<file path="config.mk">
export PLATFORM = sky130hd
export DESIGN_NAME = mul_sched
export DESIGN_NICKNAME = d
export VERILOG_FILES = /design/src/rtl/mul_sched_pkg.sv /design/src/rtl/mul_sched_rr_arb2.sv /design/src/rtl/mul_sched.sv
export SDC_FILE = /design/constraint.sdc
export NUM_CORES = 1
export LEC_CHECK = 0
export ABC_AREA = 1
export CAP_MARGIN = 20
export CORE_MARGIN = 3
export CORE_UTILIZATION = 39
export DETAILED_ROUTE_END_ITERATION = 6
export GPL_TIMING_DRIVEN = 0
export PLACE_DENSITY = 0.81
export SYNTH_ARGS = -nofsm -noshare
export SYNTH_HDL_FRONTEND = slang
export SYNTH_HIERARCHICAL = 1
export SYNTH_SLANG_ARGS = --single-unit
</file>
<file path="constraint.sdc">
create_clock -name clk -period 1.8 [get_ports clk]
set_input_delay 0.36 -clock clk [delete_from_list [all_inputs] [get_ports clk]]
set_output_delay 0.36 -clock clk [all_outputs]
set_load 0.005 [all_outputs]
</file>
<file path="src/rtl/mul_sched_pkg.sv">
// Shared types and constants for the mul_sched multiplier scheduler.
package mul_sched_pkg;

    typedef enum logic [1:0] {
        IDLE = 2'd0,
        LOAD = 2'd1,
        BUSY = 2'd2,
        RESP = 2'd3
    } state_e;

    localparam logic REQ0 = 1'b0;
    localparam logic REQ1 = 1'b1;

    localparam int DEF_WIDTH   = 32;
    localparam int DEF_TIMEOUT = 40;

endpackage

</file>
<file path="src/rtl/mul_sched_rr_arb2.sv">
// Two-input round-robin arbiter: combinational grant plus the last-grant flop.
module rr_arb2
    import mul_sched_pkg::*;
(
    input  logic       clk,
    input  logic       rst_n,
    input  logic [1:0] valid,
    input  logic       update,
    output logic [1:0] grant,
    output logic       grant_id
);

    logic last_grant_q, last_grant_d;

    always_comb begin
        grant_id = REQ1;
        if (valid == 2'b11)
            grant_id = ~last_grant_q;
        else if (valid[0])
            grant_id = REQ0;

        grant = 2'b00;
        if (valid != 2'b00)
            grant = (grant_id == REQ1) ? 2'b10 : 2'b01;

        last_grant_d = update ? grant_id : last_grant_q;
    end

    // Reset to REQ1 so requester 0 wins the first contested round.
    always_ff @(posedge clk or negedge rst_n) begin
        if (!rst_n)
            last_grant_q <= REQ1;
        else
            last_grant_q <= last_grant_d;
    end

endmodule

</file>
<file path="src/rtl/mul_sched.sv">
// Shares one sequential multiplier between two requesters (round-robin).
// Optional abort on a stuck multiplier: define MUL_SCHED_TIMEOUT_EN.
module mul_sched
    import mul_sched_pkg::*;
#(
    parameter int WIDTH   = DEF_WIDTH,
    parameter int TIMEOUT = DEF_TIMEOUT
) (
    input  logic               clk,
    input  logic               Reset,
    input  logic               Req0_valid,
    output logic               Req0_ready,
    input  logic [WIDTH-1:0]   Req0_A,
    input  logic [WIDTH-1:0]   Req0_B,
    input  logic               Req1_valid,
    output logic               Req1_ready,
    input  logic [WIDTH-1:0]   Req1_A,
    input  logic [WIDTH-1:0]   Req1_B,
    output logic               Rsp_valid,
    input  logic               Rsp_ready,
    output logic               Rsp_id,
    output logic [2*WIDTH-1:0] Rsp_product,
    output logic               Rsp_err,
    output logic               Mul_Run,
    output logic [WIDTH-1:0]   Mul_A,
    output logic [WIDTH-1:0]   Mul_B,
    input  logic               Mul_Ready,
    input  logic [2*WIDTH-1:0] Mul_Product,
    output logic               Busy
);

    state_e               state_q, state_d;
    logic [WIDTH-1:0]     mul_a_q, mul_a_d;
    logic [WIDTH-1:0]     mul_b_q, mul_b_d;
    logic                 rsp_id_q, rsp_id_d;
    logic [2*WIDTH-1:0]   rsp_product_q, rsp_product_d;
    logic                 rsp_valid_q, rsp_valid_d;
    logic                 mul_run_q, mul_run_d;
`ifdef MUL_SCHED_TIMEOUT_EN
    localparam int CNT_W = $clog2(TIMEOUT + 1);
    logic [CNT_W-1:0]     cnt_q, cnt_d;
    logic                 rsp_err_q, rsp_err_d;
`endif

    logic [1:0] grant;
    logic       grant_id;
    logic       accept;

    // Reset gates the grant so both readies read 0 while Reset is held low.
    assign accept = (state_q == IDLE) && Reset && (grant != 2'b00);

    rr_arb2 u_arb (
        .clk      (clk),
        .rst_n    (Reset),
        .valid    ({Req1_valid, Req0_valid}),
        .update   (accept),
        .grant    (grant),
        .grant_id (grant_id)
    );

    assign Req0_ready  = accept && grant[0];
    assign Req1_ready  = accept && grant[1];
    assign Busy        = (state_q != IDLE);
    assign Mul_Run     = mul_run_q;
    assign Mul_A       = mul_a_q;
    assign Mul_B       = mul_b_q;
    assign Rsp_valid   = rsp_valid_q;
    assign Rsp_id      = rsp_id_q;
    assign Rsp_product = rsp_product_q;
`ifdef MUL_SCHED_TIMEOUT_EN
    assign Rsp_err     = rsp_err_q;
`else
    assign Rsp_err     = 1'b0;
`endif

    always_comb begin
        state_d       = state_q;
        mul_a_d       = mul_a_q;
        mul_b_d       = mul_b_q;
        rsp_id_d      = rsp_id_q;
        rsp_product_d = rsp_product_q;
        rsp_valid_d   = rsp_valid_q;
        mul_run_d     = mul_run_q;
`ifdef MUL_SCHED_TIMEOUT_EN
        cnt_d         = cnt_q;
        rsp_err_d     = rsp_err_q;
`endif
        case (state_q)
            IDLE: begin
                if (accept) begin
                    mul_a_d   = (grant_id == REQ1) ? Req1_A : Req0_A;
                    mul_b_d   = (grant_id == REQ1) ? Req1_B : Req0_B;
                    rsp_id_d  = grant_id;
                    mul_run_d = 1'b1;
                    state_d   = LOAD;
                end
            end
            // Mul_Ready seen here is left over from the previous operation.
            LOAD: begin
                state_d = BUSY;
`ifdef MUL_SCHED_TIMEOUT_EN
                cnt_d   = '0;
`endif
            end
            BUSY: begin
                if (Mul_Ready) begin
                    rsp_product_d = Mul_Product;
                    mul_run_d     = 1'b0;
                    rsp_valid_d   = 1'b1;
                    state_d       = RESP;
                end
`ifdef MUL_SCHED_TIMEOUT_EN
                else if (cnt_q == CNT_W'(TIMEOUT - 1)) begin
                    rsp_product_d = '0;
                    rsp_err_d     = 1'b1;
                    mul_run_d     = 1'b0;
                    rsp_valid_d   = 1'b1;
                    state_d       = RESP;
                end else begin
                    cnt_d = cnt_q + 1'b1;
                end
`endif
            end
            RESP: begin
                if (Rsp_ready) begin
                    rsp_valid_d = 1'b0;
`ifdef MUL_SCHED_TIMEOUT_EN
                    rsp_err_d   = 1'b0;
`endif
                    state_d     = IDLE;
                end
            end
            default: state_d = IDLE;
        endcase
    end

    always_ff @(posedge clk or negedge Reset) begin
        if (!Reset) begin
            state_q       <= IDLE;
            mul_a_q       <= '0;
            mul_b_q       <= '0;
            rsp_id_q      <= 1'b0;
            rsp_product_q <= '0;
            rsp_valid_q   <= 1'b0;
            mul_run_q     <= 1'b0;
`ifdef MUL_SCHED_TIMEOUT_EN
            cnt_q         <= '0;
            rsp_err_q     <= 1'b0;
`endif
        end else begin
            state_q       <= state_d;
            mul_a_q       <= mul_a_d;
            mul_b_q       <= mul_b_d;
            rsp_id_q      <= rsp_id_d;
            rsp_product_q <= rsp_product_d;
            rsp_valid_q   <= rsp_valid_d;
            mul_run_q     <= mul_run_d;
`ifdef MUL_SCHED_TIMEOUT_EN
            cnt_q         <= cnt_d;
            rsp_err_q     <= rsp_err_d;
`endif
        end
    end

endmodule

</file>
* Yosys cells after proc, flatten, opt, wreduce, memory -nomap -nowiden
Cells that the tools add are included.
** Storage, ports and cells
- Flip-flop bits (word level) :: 134
- Input bits :: 198
- Output and inout port bits :: 135
- Logic and storage cells :: 47
** Operators by class
- Equality and inequality tests :: 7
- Muxes and demuxes :: 16
- Bitwise operators :: 1
- Reductions and logical operators :: 15
** Operators with widths (count)
- 32-bit 2-to-1 mux :: 2
- 2-bit 2-to-1 mux :: 5
- 2-bit nonzero test :: 5
- 3-bit AND reduction :: 3
- 2-bit one-hot mux with 4 select lines :: 1
- 2-bit == test (second input constant) :: 3
- 1-bit 2-to-1 mux :: 6
- 2-bit != test (second input constant) :: 3
- 1-bit logical AND :: 4
- 1-bit one-hot mux with 2 select lines :: 2
- 2-bit AND reduction :: 2
- 2-bit by 1-bit == test with 1-bit output (second input constant) :: 1
- 2-bit logical NOT :: 1
- 1-bit inverter :: 1

* Logic depth before layout (Yosys ltp)
Gate-level depths: netlist (run 1).
- Depth after elaboration :: 8
- Depth in mapped cells :: 13
- Gate-level depth less buffers :: 12

* Hierarchy
Netlist (run 1), hierarchy kept.
** By module, submodules not included
- mul_sched :: times used 1, cells each 796, area each 5955.7 um2, sequential area each 3328.2 um2
- rr_arb2 :: times used 1, cells each 10, area each 67.6 um2, sequential area each 26.3 um2

* Worst setup path before layout (run 1)
OpenSTA, ideal clock, no wires.
- Path kind :: reg2reg
- Start point :: register u_arb.last_grant_q
- End point :: register u_arb.last_grant_q
- Library setup time :: 0.060 ns
- Data arrival time :: 1.405 ns
- Required time :: 1.740 ns
- Slack :: 0.334 ns
- Cell stages (with the launch flop) :: 13
- Buffers on the path :: 1
- Period minus slack after synthesis :: 1.466 ns
- Path through :: dfstp_2 -> inv_1 -> nand2_1 -> nand2_2 -> inv_2 -> nor2_2 -> inv_1 -> nand2_1 -> nand2_4 -> inv_2 -> buf_2 -> or2_0 -> nand2_1
** On the way
- Cells in the longest elaborated chain, start to end :: 6
** RTL lines
- start, declared :: line mul_sched_rr_arb2.sv:13 : logic last_grant_q, last_grant_d;
- start signal, assigned :: line mul_sched_rr_arb2.sv:34 : last_grant_q <= last_grant_d;
- 1-bit inverter :: line mul_sched_rr_arb2.sv:18 : grant_id = ~last_grant_q;
- 1-bit 2-to-1 mux :: line mul_sched_rr_arb2.sv:17 : if (valid == 2'b11)
- named net grant_id :: line mul_sched.sv:46 : logic grant_id;
- 2-bit 2-to-1 mux :: line mul_sched_rr_arb2.sv:24 : grant = (grant_id == REQ1) ? 2'b10 : 2'b01;
- 2-bit 2-to-1 mux :: line mul_sched_rr_arb2.sv:23 : if (valid != 2'b00)
- named net grant[0] :: line mul_sched.sv:45 : logic [1:0] grant;
- 2-bit nonzero test :: line mul_sched.sv:50 : assign accept = (state_q == IDLE) && Reset && (grant != 2'b00);
- 1-bit logical AND :: line mul_sched.sv:50
- named net accept :: line mul_sched.sv:47 : logic accept;
The timed path passes the listed nets, and every way through them passes these cells.
A chain may end at the register's enable or synchronous reset.

* Worst setup path after layout (run 1)
- Start point :: register u_arb.last_grant_q
- End point :: output port Req1_ready
** On the way
- Cells in the longest elaborated chain, start to end :: 7
** RTL lines
- 1-bit inverter :: line mul_sched_rr_arb2.sv:18
- 1-bit 2-to-1 mux :: line mul_sched_rr_arb2.sv:17
- named net grant_id :: line mul_sched.sv:46
- 2-bit 2-to-1 mux :: line mul_sched_rr_arb2.sv:24
- 2-bit 2-to-1 mux :: line mul_sched_rr_arb2.sv:23
- named net grant[0] :: line mul_sched.sv:45
- 2-bit nonzero test :: line mul_sched.sv:50
- 1-bit logical AND :: line mul_sched.sv:50
- 1-bit logical AND :: line mul_sched.sv:62 : assign Req1_ready = accept && grant[1];
- end, declared :: line mul_sched.sv:16 : output logic Req1_ready,
The timed path passes the listed nets, and every way through them passes these cells.

==> impl_results.md, run 1 <==
* Outcome: finished with violations
* Violations in the final reports: hold timing
* Commonest non-fill, non-tap cell in the layout: nand2_1
* Effective utilization at floorplan at 40.7%
* Num ports at 333
* Critical path class: flop to output port
* Number of nets in the synthesized netlist at 1007
* Synthesized instance count at 806
* Total CTS buffers at 17
* Die area at 17000 um^2
* Post-DP HPWL at 15400 um
* Worst slew margin relative to its limit at 58.3%
* Count of placed standard cells in the final layout, fillers left out at 1358
* Clock Root Buffer: clkbuf_16
* Number of slew-limit violations in the final report at 0
* Number of port buffers at 331
* Placeable core region at 14800 um^2
* Post-DR vias/cell at 4.58
* Final net count at 1362
* Worst min path class: input pin to async pin
* Width of the die at 130 um
* Post-route minimum period at 1.78 ns
* Pre-CTS setup slack at -0.371 ns
* RD Place Congestion at 0.842
* Flip-flop and latch count after synthesis at 134
* Total number of placement rows at 44
* Power per unit of standard cell area at 1500 nW/um^2
* Sequential fraction of the synthesis area at 55.7%
* Leading cell types in the layout, fill and taps excluded: nand2_1 (595), clkdlybuf4s50_1 (327), dfrtp_1 (133)
* Combined area of all synthesized cells at 6020 um^2
* Leakage component of the power at 5.30 nW
* Maximum number of pins on one net before global-route repair at 70
* Setup TNS at 0 ns
* Number of H-tree levels at 4
* Number of antenna violations at the first check in global routing at 0
* Final hold slack at -0.0743 ns
* TritonCTS clock tree: done
* Violation count after the first detailed-route iteration at 361
* Warnings, synthesis at 6
* Clock-pin slew of the registers on the worst-case setup and hold paths at 0.06 ns
* CTS Sinks at 134
* CP Capture Type: output port
* Worst clock skew on the final layout at 0.00966 ns
* Tot GR Track Use at 23.4%
* Max Fanout on Critical Path at 2
* Share of layout cells above drive strength 1 at 8.01%
* Global-route wire length before repair at 30500 um
* Crit path launch type: flop
* Area used by sequential logic in the layout at 3350 um^2
* IR drop worst, VDD at 0.000852 V
* Number of routed nets with antenna violations at 0
* Syn Area/Cell at 7.47 um^2
* Number of cells on the worst reg-to-reg path at 11
* Vias in the first global route at 5964
* Fill count at 1144
* Post-Place Cells at 1322
* Maximum number of buffers from clock root to sink at 2
* Worst EP required at 1.44 ns
* Final WS setup at 0.0199 ns
* Layout overhead on the synthesized area at 70.7%
* Total setup violations reported at the end of the flow at 0
* Max Freq at 0.562 GHz
* Setup repair after global routing missed its margin: true
* Core occupancy in the finished layout at 69.4%
* Number of diodes at 0
* Total area of multi-input combinational cells at 2380 um^2
* Number of remaining DRC errors at 0
* Data arrival at the endpoint of the critical path at 1.42 ns
* Pin slew with the least headroom to its limit at 0.626 ns
* Total gr overflow at 0
* Clock latency on the worst-skew pair at 0.41 ns
* Portion of the clock cycle consumed by the worst path in the final layout at 98.9%
* Final total power at 15.4 mW
* Number of detailed-route iterations in the first pass at 4
* Drt total wl at 20300 um
* Height of the chip at 130 um
* Post-synthesis cell type count at 19
* Total of max-cap violations at 0
* Endpoints failing hold at 65
* Number of vias in the routed layout at 6224
* Wire length per cell at 14.9 um
[cell type report]
type,count,area share [%]
flip-flops and latches,134,32.6
inverters,15,0.548
clock buffers,19,4.40
well taps,184,2.24
multi-input cells,615,23.1
clock inverters,13,1.87
plain buffers,42,2.51
repair buffers,336,32.7
[cell usage after synthesis, drive strengths merged]
master / count / share of area (%)
nand2: 598 / 37
dfrtp: 133 / 55
buf: 39 / 4.0
inv: 15 / 0.93
nor2: 5 / 0.35
clkbuf: 3 / 0.19
ha: 3 / 0.62
nand3: 3 / 0.25
o21ai: 3 / 0.25
and2: 1 / 0.10
conb: 1 / 0.062
dfstp: 1 / 0.44
or2: 1 / 0.10
[worst max-delay path, cell delays in order, from the launching register on]
cell and delay (ns):
dfstp_2 0.52, inv_2 0.04, nand2_2 0.05, nand2_2 0.06, inv_2 0.07, nor2_2 0.03, inv_1 0.07, nor2_1 0.04
buf_2 0.14
[sequential cells by signal (all words and copies together), names as in the netlist]
name                cells
Mul_A                  32
Mul_B                  32
Mul_Run                 1
Rsp_id                  1
Rsp_product            64
Rsp_valid               1
state_q                 2
u_arb/last_grant_q      1
[logic make-up after synthesis]
kind of cell               after synthesis  synth area share, %
adders and majority gates                3                0.623
buffers and inverters                   57                 5.13
AOI/OAI and AO/OA                        3                0.249
and+or+nand+nor                        608                 38.2
other                                    1               0.0623
DFF                                    134                 55.7
[where the power goes]
part | switching [mW] | total, mW | internal, mW
Clock | 1.37 | 3.78 | 2.41
Sequential | 0.732 | 5.12 | 4.39
Combinational | 2.86 | 6.54 | 3.67
Total | 4.97 | 15.4 | 10.5
[timing repair]
| action | 4_1_cts | 5_1_grt |
|---|---|---|
| pin swaps | 3 | 1 |
| buffers inserted | 3 | 1 |
| setup endpoints to repair | 3 | 36 |
| gates resized for setup | 12 | 7 |
| endpoints found under the hold margin | 65 | 47 |
[layer usage]
metal / vias up / part of all wire, % / GRT usage (%)
li1: 3110 / - / -
met1: 2851 / 39 / 27.7
met2: 223 / 50 / 39.2
met3: 40 / 7.7 / 7.08
met4: 0 / 3.3 / 10.5
met5: - / 0 / 0
[path summary, 6_finish.rpt]
check | slack [ns] | start | to
setup / recovery | 0.02 | u_arb/last_grant_q | Req1_ready
hold / removal | -0.07 | Reset | Mul_A[16]
setup reg to reg | 0.12 | u_arb/last_grant_q | Mul_B[8]
hold reg to reg | 0.48 | Mul_A[10] | Mul_A[10]
max in group asynchronous | 1.10 | Reset | u_arb/last_grant_q
min in group clk | 0.47 | Mul_Product[49] | Rsp_product[49]
[metrics by stage]
stage	cell area, um^2	hold WS (ns)
after CTS	10300	-0.0538
after global routing	10300	-0.0399
after detailed placement	9600	0.396
after floorplan	6020	0.0644
after global placement	9570	0.461
final	10300	-0.0743
(Power assumes the default switching activity.)
==> run 2, diff against run 1 <==
Settings changed: CORE_UTILIZATION 39 to 40, CTS_BUF_LIST from default to sky130_fd_sc_hd__clkbuf_4 sky130_fd_sc_hd__clkbuf_8, PLACE_DENSITY 0.81 to 0.83.
==> impl_results.md, run 2 (same netlist as run 1, synthesis figures left out) <==
* Post-route minimum period at 1.82 ns
* Worst EP required at 1.44 ns
* Leading cell types in the layout, fill and taps excluded: nand2_1 (592), clkdlybuf4s50_1 (327), dfrtp_1 (133)
* Final net count at 1362
* Number of H-tree levels at 4
* Leakage component of the power at 5.23 nW
* Commonest non-fill, non-tap cell in the layout: nand2_1
* Violation count after the first detailed-route iteration at 388
* Max Freq at 0.549 GHz
* Total CTS buffers at 17
* Data arrival at the endpoint of the critical path at 1.46 ns
* Drt total wl at 20000 um
* Height of the chip at 129 um
* Clock latency on the worst-skew pair at 0.46 ns
* Max FFs per register at 64
* Total number of placement rows at 44
* Worst min path class: input pin to async pin
* Post-DP HPWL at 15200 um
* Final WS setup at -0.0224 ns
* Max Fanout on Critical Path at 2
* Final standard cell area without fillers at 10100 um^2
* Total gr overflow at 0
* Portion of the clock cycle consumed by the worst path in the final layout at 101%
* Effective utilization at floorplan at 41.1%
* Global-route wire length before repair at 30700 um
* Number of diodes at 0
* Final hold slack at -0.218 ns
* CTS Sinks at 134
* Clock Root Buffer: clkbuf_8
* Number of port buffers at 331
* Worst Setup SP: u_arb/last_grant_q
* Maximum number of pins on one net before global-route repair at 72
* Pre-CTS setup slack at -0.738 ns
* Critical path class: flop to output port
* Vias in the first global route at 5916
* Die area at 16600 um^2
* Violations in the final reports: hold timing, setup timing
* CP Capture Type: output port
* Number of remaining DRC errors at 0
* Placeable core region at 14600 um^2
* Endpoints failing hold at 69
* Total setup violations reported at the end of the flow at 2
* Tot GR Track Use at 23.8%
* Number of cells on the worst reg-to-reg path at 13
* Outcome: finished with violations
* Num ports at 333
* Post-DR vias/cell at 4.55
* Number of routed nets with antenna violations at 0
* Worst r2r src: u_arb/last_grant_q
* Share of layout cells above drive strength 1 at 8.43%
* Crit path launch type: flop
* Number of slew-limit violations in the final report at 0
* Maximum number of buffers from clock root to sink at 2
* Number of detailed-route iterations in the first pass at 5
* Setup repair after global routing missed its margin: true
* Setup TNS at -0.0288 ns
* RD Place Congestion at 0.880
* Power per unit of standard cell area at 1410 nW/um^2
* Number of antenna violations at the first check in global routing at 0
* TritonCTS clock tree: done
* Layout overhead on the synthesized area at 67.7%
* Area of placed instances at 9600 um^2
* Width of the die at 129 um
* Total of max-cap violations at 0
* IR drop worst, VDD at 0.000748 V
* Wire length per cell at 14.8 um
* Number of vias in the routed layout at 6183
* Worst clock skew on the final layout at 0.0114 ns
* Clock-pin slew of the registers on the worst-case setup and hold paths at 0.08 ns
-- run 2: report_power, final --
part	internal [mW]	leakage, nW	switching, mW
Sequential	4.38	1.68	0.721
Clock	1.32	0.205	1.27
Combinational	3.69	3.34	2.86
Total	9.39	5.23	4.86
-- run 2: worst max-delay path, cell delays in order, from the launching register on --
cell     delay, ns
dfstp_2       0.53
inv_2         0.03
nand2_2       0.05
nand2_2       0.06
inv_2         0.07
nor2_2        0.03
inv_1         0.07
nor2_1        0.04
buf_2         0.14
-- run 2: path summary, 6_finish.rpt --
kind                                           end  slack (ns)
max in group asynchronous                Mul_B[19]        1.31
worst min-delay path               Rsp_product[20]       -0.22
min in group clk                   Rsp_product[36]        0.43
worst max-delay path                    Req1_ready       -0.02
worst min register to register           Mul_B[31]        0.48
worst max register to register  u_arb/last_grant_q        0.11
-- run 2: cell type report --
class                           count  area (um^2)
Timing Repair Buffer              336         3390
Clock inverter                     13          145
Sequential cell                   134         3350
Tap cell                          184          230
Buffer                             42          277
Multi-Input combinational cell    615         2380
Inverter                           15         56.3
Fill cell                        1209         4540
Clock buffer                       19          262
-- run 2: routing by layer --
metal / wire length (um) / vias to the layer above / share of wire (%) / global-route usage, %
li1: - / 3110 / - / -
met1: 8010 / 2794 / 40 / 29.0
met2: 9990 / 241 / 50 / 40.2
met3: 1490 / 38 / 7.4 / 6.23
met4: 554 / 0 / 2.8 / 10.1
met5: 0 / - / 0 / 0
-- run 2: repair_timing --
action	4_1_cts	5_1_grt
pin swaps	2	2
endpoints found under the setup margin	3	16
endpoints found under the hold margin	69	69
gates cloned	1	0
buffers inserted	2	1
resized for setup	21	19
-- run 2: metrics by stage --
| step | power [mW] | cells | hold slack, ns | utilization [%] |
|---|---|---|---|---|
| 5_1_grt | 15.3 | 1358 | -0.214 | 69.0 |
| 4_1_cts | 14.3 | 1357 | -0.198 | 68.7 |
| 3_5_place_dp | 11.6 | 1322 | 0.420 | 65.5 |
| 2_1_floorplan | 7.56 | 806 | 0.0644 | - |
| 3_3_place_gp | 11.4 | 1321 | 0.460 | 65.3 |
| 6_report | 14.3 | 1358 | -0.218 | 69.0 |
==> run 3, diff against run 2 <==
Settings changed: REMOVE_ABC_BUFFERS from default to 1.
==> impl_results.md, run 3 (same netlist as run 1, synthesis figures left out) <==
* Leakage component of the power at 5.11 nW
* Global-route wire length before repair at 31100 um
* Violations in the final reports: hold timing, setup timing
* Switching power share of the total at 34.7%
* Clock share of power at 16.4%
* Worst EP required at 1.44 ns
* Share of layout cells above drive strength 1 at 5.95%
* Width of the die at 129 um
* CP Capture Type: output port
* Max Freq at 0.543 GHz
* Total of max-cap violations at 0
* Clock Root Buffer: clkbuf_8
* Die area at 16600 um^2
* Setup TNS at -0.0544 ns
* Vias in the first global route at 5885
* Number of port buffers at 331
* Clock-pin slew of the registers on the worst-case setup and hold paths at 0.08 ns
* Commonest non-fill, non-tap cell in the layout: nand2_1
* Total number of placement rows at 44
* TritonCTS clock tree: done
* Outcome: finished with violations
* Number of H-tree levels at 4
* RD Place Congestion at 0.775
* Max Fanout on Critical Path at 2
* Final WS setup at -0.0419 ns
* List of cells traversed by the critical path: inv_2, nand2_4, nand2_8, inv_4, nor2_2, inv_2, nor2_1, buf_2
* Final hold slack at -0.0859 ns
* Number of routed nets with antenna violations at 0
* Crit path launch type: flop
* Number of remaining DRC errors at 0
* Wire length per cell at 16.0 um
* Power share of the sequential group at 36.4%
* Clock latency on the worst-skew pair at 0.44 ns
* Num ports at 333
* IR drop worst, VDD at 0.000516 V
* Internal Pwr Total at 9.19 mW
* Worst clock skew on the final layout at 0.00947 ns
* Number of slew-limit violations in the final report at 0
* Part of the power in combinational logic at 47.1%
* Tot GR Track Use at 24.6%
* Setup repair after global routing missed its margin: true
* Effective utilization at floorplan at 41.1%
* Worst slew margin relative to its limit at 57.1%
* Height of the chip at 129 um
* Number of diodes at 0
* Total gr overflow at 0
* Power per unit of standard cell area at 1410 nW/um^2
* Fill count at 1188
* CTS Sinks at 134
* Post-route minimum period at 1.84 ns
* Largest delay share family, worst path: flip-flops
* Post-DR vias/cell at 4.64
* Number of cells on the worst reg-to-reg path at 12
* Pin slew with the least headroom to its limit at 0.644 ns
* Drt total wl at 21200 um
* Portion of the clock cycle consumed by the worst path in the final layout at 102%
* Critical path class: flop to output port
* CP Depth at 8
* Violation count after the first detailed-route iteration at 393
* CP most frequent cell: inv_2
* Total setup violations reported at the end of the flow at 2
* Final net count at 1330
* Total area of multi-input combinational cells at 2450 um^2
* Max FFs per register at 64
* CP peak stage delay at 0.53 ns
* Layout overhead on the synthesized area at 65.5%
* Final total power at 14.1 mW
* Area used by sequential logic in the layout at 3350 um^2
* Number of antenna violations at the first check in global routing at 0
* Total CTS buffers at 17
* Placeable core region at 14600 um^2
* Maximum number of pins on one net before global-route repair at 70
* Post-DP HPWL at 14800 um
* Data arrival at the endpoint of the critical path at 1.48 ns
* Worst min path class: input pin to async pin
* Number of detailed-route iterations in the first pass at 4
* Buffering stage count on the worst path with inverters included at 4
* Power spent charging and discharging nets at 4.87 mW
* Leading cell types in the layout, fill and taps excluded: nand2_1 (592), clkdlybuf4s50_1 (326), dfrtp_1 (133)
* Number of vias in the routed layout at 6155
* Slowest cell on crit path: dfstp_2
* Endpoints failing hold at 66
* Maximum number of buffers from clock root to sink at 2
## run 3: cell count changes in the layout (fill, tap and decap cells not counted), moves of 3 or more
cell      change
buf_2        -23
buf_6         -6
nand2_4       +5
clkinv_2      +4
inv_6         -4
nand2_2       -4
inv_2         -3
## run 3: cell type report
class                   count  area share, %
inverters                  15          0.966
well taps                 184           2.31
flip-flops and latches    134           33.7
multi-input cells         618           24.6
clock buffers              22           2.79
clock inverters            10          0.816
repair buffers            343           34.9
## run 3: final timing paths
path / start / end / slack (ns)
max in group asynchronous: Reset / Mul_B[3] / 1.13
min in group clk: Mul_Product[24] / Rsp_product[24] / 0.45
hold reg to reg: Mul_A[2] / Mul_A[2] / 0.48
hold / removal: Reset / Rsp_product[38] / -0.09
setup / recovery: u_arb/last_grant_q / Req1_ready / -0.04
setup reg to reg: u_arb/last_grant_q / Mul_A[10] / 0.11
## run 3: power groups by stage
stage | Sequential, mW | Combinational, mW | Clock, mW
after floorplan | 5.22 | 2.14 | 0
after global placement | 5.09 | 6.22 | 0
after detailed placement | 5.14 | 6.40 | 0
after CTS | 5.11 | 6.67 | 2.37
after global routing | 5.27 | 7.26 | 2.49
final | 5.12 | 6.63 | 2.31
## run 3: what timing repair did
action,in CTS,in global routing
gates resized for setup,35,4
endpoints found under the setup margin,136,50
cloned,3,1
setup buffers,5,2
pin swaps,6,1
endpoints found under the hold margin,66,66
## run 3: through the flow
step           hold WS [ns]  util, %  setup WS (ns)  area [um^2]  instances
6_report            -0.0859     68.1        -0.0419         9970       1326
2_1_floorplan        0.0644        -         -0.857         5770        764
3_5_place_dp          0.406     64.4          -1.42         9430       1284
4_1_cts             -0.0818     67.8        -0.0684         9930       1324
5_1_grt             -0.0477     68.1         -0.118         9970       1326
3_3_place_gp          0.457     63.6          -6.37         9310       1279
## run 3: layer usage
| layer | wire length (um) | global-route usage (%) | up-vias |
|---|---|---|---|
| li1 | - | - | 3043 |
| met1 | 8170 | 28.9 | 2817 |
| met2 | 10700 | 42.2 | 261 |
| met3 | 1890 | 8.05 | 34 |
| met4 | 480 | 8.89 | 0 |
| met5 | 0 | 0 | - |
